==> config.mk <==
export PLATFORM = sky130hd
export DESIGN_NAME = midi_receiver
export DESIGN_NICKNAME = d
export VERILOG_FILES = /design/src/rtl/midi_receiver.sv
export SDC_FILE = /design/constraint.sdc
export NUM_CORES = 1
export LEC_CHECK = 0
export ABC_AREA = 1
export BUFFER_PORTS_ARGS = -buffer_cell sky130_fd_sc_hd__buf_2
export CORE_ASPECT_RATIO = 1.75
export CORE_UTILIZATION = 44
export DETAILED_ROUTE_END_ITERATION = 12
export GPL_ROUTABILITY_DRIVEN = 0
export PLACE_DENSITY = 0.62
export RECOVER_POWER = 25
export SYNTH_ARGS = -nofsm -noshare
export SYNTH_HDL_FRONTEND = slang
export SYNTH_SLANG_ARGS = --single-unit
==> constraint.sdc <==
create_clock -name clk_100MHz -period 4.55 [get_ports clk_100MHz]
set_clock_uncertainty 0.05 [all_clocks]
set_input_delay 0.455 -clock clk_100MHz [delete_from_list [all_inputs] [get_ports clk_100MHz]]
set_output_delay 0.455 -clock clk_100MHz [all_outputs]
set_load 0.01 [all_outputs]
==> src/rtl/midi_receiver.sv <==
// MIDI UART receiver and note-on parser: 2-flop synchronizer, 8N1 UART, running-status parser.
// Define MIDI_CHANNEL_FILTER_EN to accept note-on only on channel CHANNEL.
module midi_receiver #(
   parameter int CLK_HZ  = 100_000_000,
   parameter int BAUD    = 31250,
   parameter int CHANNEL = 0
) (
   input  logic       clk_100MHz,
   input  logic       rst,
   input  logic       midi_rx_in,
   output logic       midi_valid,
   output logic [6:0] midi_key,
   output logic [6:0] midi_velocity,
   output logic       framing_error
);

   localparam int BitPeriod  = CLK_HZ / BAUD;
   localparam int HalfPeriod = BitPeriod / 2;
   localparam int CntW       = ($clog2(BitPeriod) > 0) ? $clog2(BitPeriod) : 1;
   localparam logic [CntW-1:0] LastCnt = CntW'(BitPeriod - 1);
   localparam logic [CntW-1:0] HalfCnt = CntW'(HalfPeriod - 1);

   typedef enum logic [1:0] {IDLE, START, DATA, STOP} uartState_e;
   typedef enum logic [1:0] {NO_RUN, KEY, VEL} parseState_e;

   logic            sync1_q, sync2_q;
   logic            rxSync;
   uartState_e      uartState_q, uartState_d;
   logic [CntW-1:0] bitCnt_q, bitCnt_d;
   logic [2:0]      bitIdx_q, bitIdx_d;
   logic [7:0]      shift_q, shift_d;
   logic            errWait_q, errWait_d;
   logic            framingErr_q, framingErr_d;
   logic            byteValid;

   parseState_e     parseState_q, parseState_d;
   logic            runStatus_q, runStatus_d;
   logic [6:0]      keyPend_q, keyPend_d;
   logic [6:0]      midiKey_q, midiKey_d;
   logic [6:0]      midiVel_q, midiVel_d;
   logic            midiValid_q, midiValid_d;
   logic            isNoteOn;

   assign rxSync = sync2_q;

   always_ff @(posedge clk_100MHz or posedge rst) begin
      if (rst) begin
         sync1_q      <= 1'b1;
         sync2_q      <= 1'b1;
         uartState_q  <= IDLE;
         bitCnt_q     <= '0;
         bitIdx_q     <= '0;
         shift_q      <= '0;
         errWait_q    <= 1'b0;
         framingErr_q <= 1'b0;
         parseState_q <= NO_RUN;
         runStatus_q  <= 1'b0;
         keyPend_q    <= '0;
         midiKey_q    <= '0;
         midiVel_q    <= '0;
         midiValid_q  <= 1'b0;
      end else begin
         sync1_q      <= midi_rx_in;
         sync2_q      <= sync1_q;
         uartState_q  <= uartState_d;
         bitCnt_q     <= bitCnt_d;
         bitIdx_q     <= bitIdx_d;
         shift_q      <= shift_d;
         errWait_q    <= errWait_d;
         framingErr_q <= framingErr_d;
         parseState_q <= parseState_d;
         runStatus_q  <= runStatus_d;
         keyPend_q    <= keyPend_d;
         midiKey_q    <= midiKey_d;
         midiVel_q    <= midiVel_d;
         midiValid_q  <= midiValid_d;
      end
   end

   // After a low stop bit the FSM parks in STOP until the line returns high,
   // so a held break is never mistaken for a new start bit.
   always_comb begin
      uartState_d  = uartState_q;
      bitCnt_d     = bitCnt_q;
      bitIdx_d     = bitIdx_q;
      shift_d      = shift_q;
      errWait_d    = errWait_q;
      framingErr_d = 1'b0;
      byteValid    = 1'b0;
      case (uartState_q)
         IDLE: begin
            bitCnt_d = '0;
            bitIdx_d = '0;
            if (!rxSync) uartState_d = START;
         end
         START: begin
            if (bitCnt_q == HalfCnt) begin
               bitCnt_d    = '0;
               uartState_d = rxSync ? IDLE : DATA;
            end else begin
               bitCnt_d = bitCnt_q + 1'b1;
            end
         end
         DATA: begin
            if (bitCnt_q == LastCnt) begin
               bitCnt_d = '0;
               shift_d  = {rxSync, shift_q[7:1]};
               bitIdx_d = bitIdx_q + 3'd1;
               if (bitIdx_q == 3'd7) uartState_d = STOP;
            end else begin
               bitCnt_d = bitCnt_q + 1'b1;
            end
         end
         STOP: begin
            if (errWait_q) begin
               if (rxSync) begin
                  errWait_d   = 1'b0;
                  uartState_d = IDLE;
               end
            end else if (bitCnt_q == LastCnt) begin
               bitCnt_d = '0;
               if (rxSync) begin
                  byteValid   = 1'b1;
                  uartState_d = IDLE;
               end else begin
                  framingErr_d = 1'b1;
                  errWait_d    = 1'b1;
               end
            end else begin
               bitCnt_d = bitCnt_q + 1'b1;
            end
         end
         default: uartState_d = IDLE;
      endcase
   end

`ifdef MIDI_CHANNEL_FILTER_EN
   assign isNoteOn = (shift_q[7:4] == 4'h9) && (shift_q[3:0] == CHANNEL[3:0]);
`else
   logic unusedChannel;
   assign unusedChannel = ^CHANNEL;
   assign isNoteOn      = (shift_q[7:4] == 4'h9);
`endif

   // Realtime bytes fall through untouched; a data byte in VEL both completes
   // an event and re-arms KEY so running status keeps working.
   always_comb begin
      parseState_d = parseState_q;
      runStatus_d  = runStatus_q;
      keyPend_d    = keyPend_q;
      midiKey_d    = midiKey_q;
      midiVel_d    = midiVel_q;
      midiValid_d  = 1'b0;
      if (byteValid && (shift_q < 8'hF8)) begin
         if (shift_q >= 8'hF0) begin
            parseState_d = NO_RUN;
            runStatus_d  = 1'b0;
         end else if (shift_q[7]) begin
            parseState_d = isNoteOn ? KEY : NO_RUN;
            runStatus_d  = isNoteOn;
         end else begin
            case (parseState_q)
               KEY: begin
                  keyPend_d    = shift_q[6:0];
                  parseState_d = VEL;
               end
               VEL: begin
                  parseState_d = runStatus_q ? KEY : NO_RUN;
                  if (shift_q[6:0] != 7'd0) begin
                     midiKey_d   = keyPend_q;
                     midiVel_d   = shift_q[6:0];
                     midiValid_d = 1'b1;
                  end
               end
               default: parseState_d = NO_RUN;
            endcase
         end
      end
   end

   assign midi_valid    = midiValid_q;
   assign midi_key      = midiKey_q;
   assign midi_velocity = midiVel_q;
   assign framing_error = framingErr_q;

endmodule

==> key figures <==
Synth
  • Synth top cells by count: nand2_1 (76), dfrtp_1 (52), inv_1 (37), nand3_1 (22), o21ai_0 (18)
  • Cells after synthesis: between 200 and 300
  • Async set or reset register ratio after synthesis: 100%
  • Top cells by area, synth: dfrtp_1 (50%), nand2_1 (11%), inv_1 (5.4%)
  • Synth area leader: dfrtp_1
  • Number of synthesized register bits: 54
  • Number of synthesized flops with an enable pin: 0
  • Main synth FF type: dfrtp_1
  • Syn Area/Cell: 8.72 µm²
  • Syn_nets: between 300 and 400
  • Yosys warnings: 0
  • Post-Synthesis Cell Area: 2580 µm²
  • Share of the synthesized area in the top cell type: 50.4%
  • Seq/Total Area, Yosys: between 50 and 60%
  • Top-count cell post-synth: nand2_1
  • Count of cell types in the netlist: 27

STA
  • FMAX: roughly 0.5 GHz
  • TNS Setup: 0 ns
  • Final setup fails: 0
  • Worst Setup Slack, final: 2.59 ns
  • Max_slew headroom: a little over half
  • Final hold viol count: 0
  • Slew Limit Fails: 0
  • Worst slew pin tran: approximately 0.68 ns
  • Final Cycle Share: a little over two fifths
  • Tmin final: around 2.0 ns
  • Min Hold Slack: 0.189 ns
  • Unrepaired setup endpoints after global routing: false

Clocking
  • CTS Buffer Depth: 2
  • Clk slew on worst S/H paths: about 0.1 ns
  • TritonCTS clock tree: done
  • Setup bufs post-CTS: 0
  • CTS H-tree depth: 2
  • Post-CTS sizing: 0
  • CTS Hold Bufs: 0
  • Sink Count: 54
  • CTS root buf: clkbuf_8
  • Worst skew pair latency: just over 0.3 ns
  • TritonCTS buffer count: 5

Setup path
  • Worst path most repeated cell: nand2_1
  • CP Launch Type: flip-flop
  • Setup Crit Path Kind: reg2reg
  • Worst endpoint required time: roughly 4.8 ns
  • CP startpoint: bitCnt_q[0]
  • Critical path peak fanout: 22
  • Worst Path Arrival: ~2.2 ns
  • CP max-delay cell: dfrtp_1
  • Reg-to-Reg Start: bitCnt_q[0]
  • CP max stage delay: ~0.38 ns
  • CP endpoint kind: flip-flop
  • R2R Setup Slk: about 2.6 ns
  • Crit-path cells: ha_1 -> nand2_1 -> nor2_4 -> nand3_4 -> nor3_4 -> nand3_4 -> inv_2 -> nand2_1 -> nand2_1

Routing
  • Post-Route WL: between 4000 and 5000 µm
  • DRT Pass-1 Iters: 4
  • DRC: 0
  • WL/cell: ~13 µm
  • Routed vias: 1952
  • DRT iter0 DRCs: 69
  • Avg Vias per Cell: a little under 5
  • Antenna-violating nets left: 0

Floorplanning
  • Row Count: 36
  • Boundary Pins: 19
  • Core ar.: around 5600 µm²
  • Die width: 59.9 µm
  • Die ar.: 6190 µm²
  • Initial core utilization: a little under half
  • Die H: approximately 100 µm

Hold path
  • Worst Hold Class: in2reg
  • Hold Crit Start: midi_rx_in

Final layout
  • Synthesis-to-finish area growth: 9.69%
  • Ant diodes: 0
  • Layout Cells excl Fill: just under 400
  • Multi-input gate area: 1030 µm²
  • Number of fillers in the final layout: about 550
  • Layout cells sized above 1: between 20% and 30%
  • Post-layout net count: about 320
  • Sequential cell area: 1350 µm²

Global routing
  • Number of global-route vias before repair: 1838
  • Total gr overflow: 0
  • Initial antenna violation count: 0
  • First-pass GRT wire length: approximately 8600 µm
  • Total GRT Usage: between 10% and 20%
  • Largest net degree at the start of global routing: 55

Placement
  • Dpl ws: ~2.6 ns
  • Buffers on Ports: 18
  • DP Wirelength: roughly 3700 µm
  • Placed cells: about 390

Run status
  • Status: complete, no violations

Power
  • Pwr Total: between 700 and 800 µW
  • Leakage: roughly 1.5 nW
  • Power per cell area: roughly 280 nW/µm²
  • Worst VDD drop: between 0.15 and 0.2 mV

Job
  • Max-cap viol count: 0
## through the flow
stage	util [%]	area (µm²)
floorplan	-	2580
global placement	48.6	2730
detailed placement	48.6	2730
CTS	50.3	2830
global route	50.3	2830
finish	50.3	2830
## worst max-delay path: cells and delay by family (launching register included)
family	cells	cell delay, ns
buffers and inverters	1	0.22
flip-flops	1	0.38
AND/OR/NAND/NOR	7	1.07
adder cells (fa/ha/maj)	1	0.17
## layout by cell type, fill, tap and decap left out
cell type / n
nor3_4: 1
buf_4: 1
nor2_4: 3
nor3_1: 12
a31oi_1: 1
inv_1: 37
o21ai_1: 2
inv_6: 1
nand2_1: 76
inv_2: 5
o211ai_1: 1
nand3_4: 2
clkinvlp_4: 1
nor2_2: 1
clkbuf_8: 6
nand3b_1: 1
o21ai_2: 14
o21ai_0: 18
or2_2: 1
a21o_1: 1
dfrtp_1: 52
ha_1: 3
nor2_1: 14
o21bai_1: 1
a21oi_1: 3
dfstp_2: 2
buf_2: 18
nand3_1: 22
nand2_2: 12
nand4_1: 6
## metal layers
metal  global-route usage (%)  wire length [µm]  vias to the layer above
li1                         -                 -                      994
met1                     19.5              1980                      924
met2                     34.8              2790                       24
met3                     3.11                81                       10
met4                     7.87               128                        0
met5                        0                 0                        -
## final timing paths
path	to	depth (start not counted)
max	midi_key[6]	9
min	sync1_q	1
max reg2reg	midi_key[6]	9
min reg2reg	rxSync	0
max in group asynchronous	shift_q[7]	3
min in group asynchronous	midi_velocity[1]	3
## where the power goes
group          switching (mW)  total [mW]  internal [mW]
logic                 0.00972      0.0112        0.00143
registers            0.000471       0.482          0.481
clock network           0.162       0.288          0.126
total                   0.173       0.781          0.608
## cells by family after synthesis
kind of cell	after synthesis	share of synthesized area, %
simple gates	151	28.1
fa+ha+maj	3	1.45
compound gates	41	10.3
buf+inv	47	7.70
flops	54	52.4
## cell type report
| type | instances | area share, % |
|---|---|---|
| clock inverters | 2 | 0.574 |
| multi-input cells | 195 | 36.4 |
| repair buffers | 19 | 3.45 |
| clock buffers | 6 | 2.92 |
| flip-flops and latches | 54 | 47.8 |
| well taps | 76 | 3.36 |
| inverters | 42 | 5.57 |
## state kept, by name (all words and copies together), names as in the netlist, 2 cells and up, named ones only
name and count:
parseState_q 2, shift_q 8, keyPend_q 7, bitCnt_q 12, midi_velocity 7, bitIdx_q 3
midi_key 7
Power figures use the tool's default switching activity.
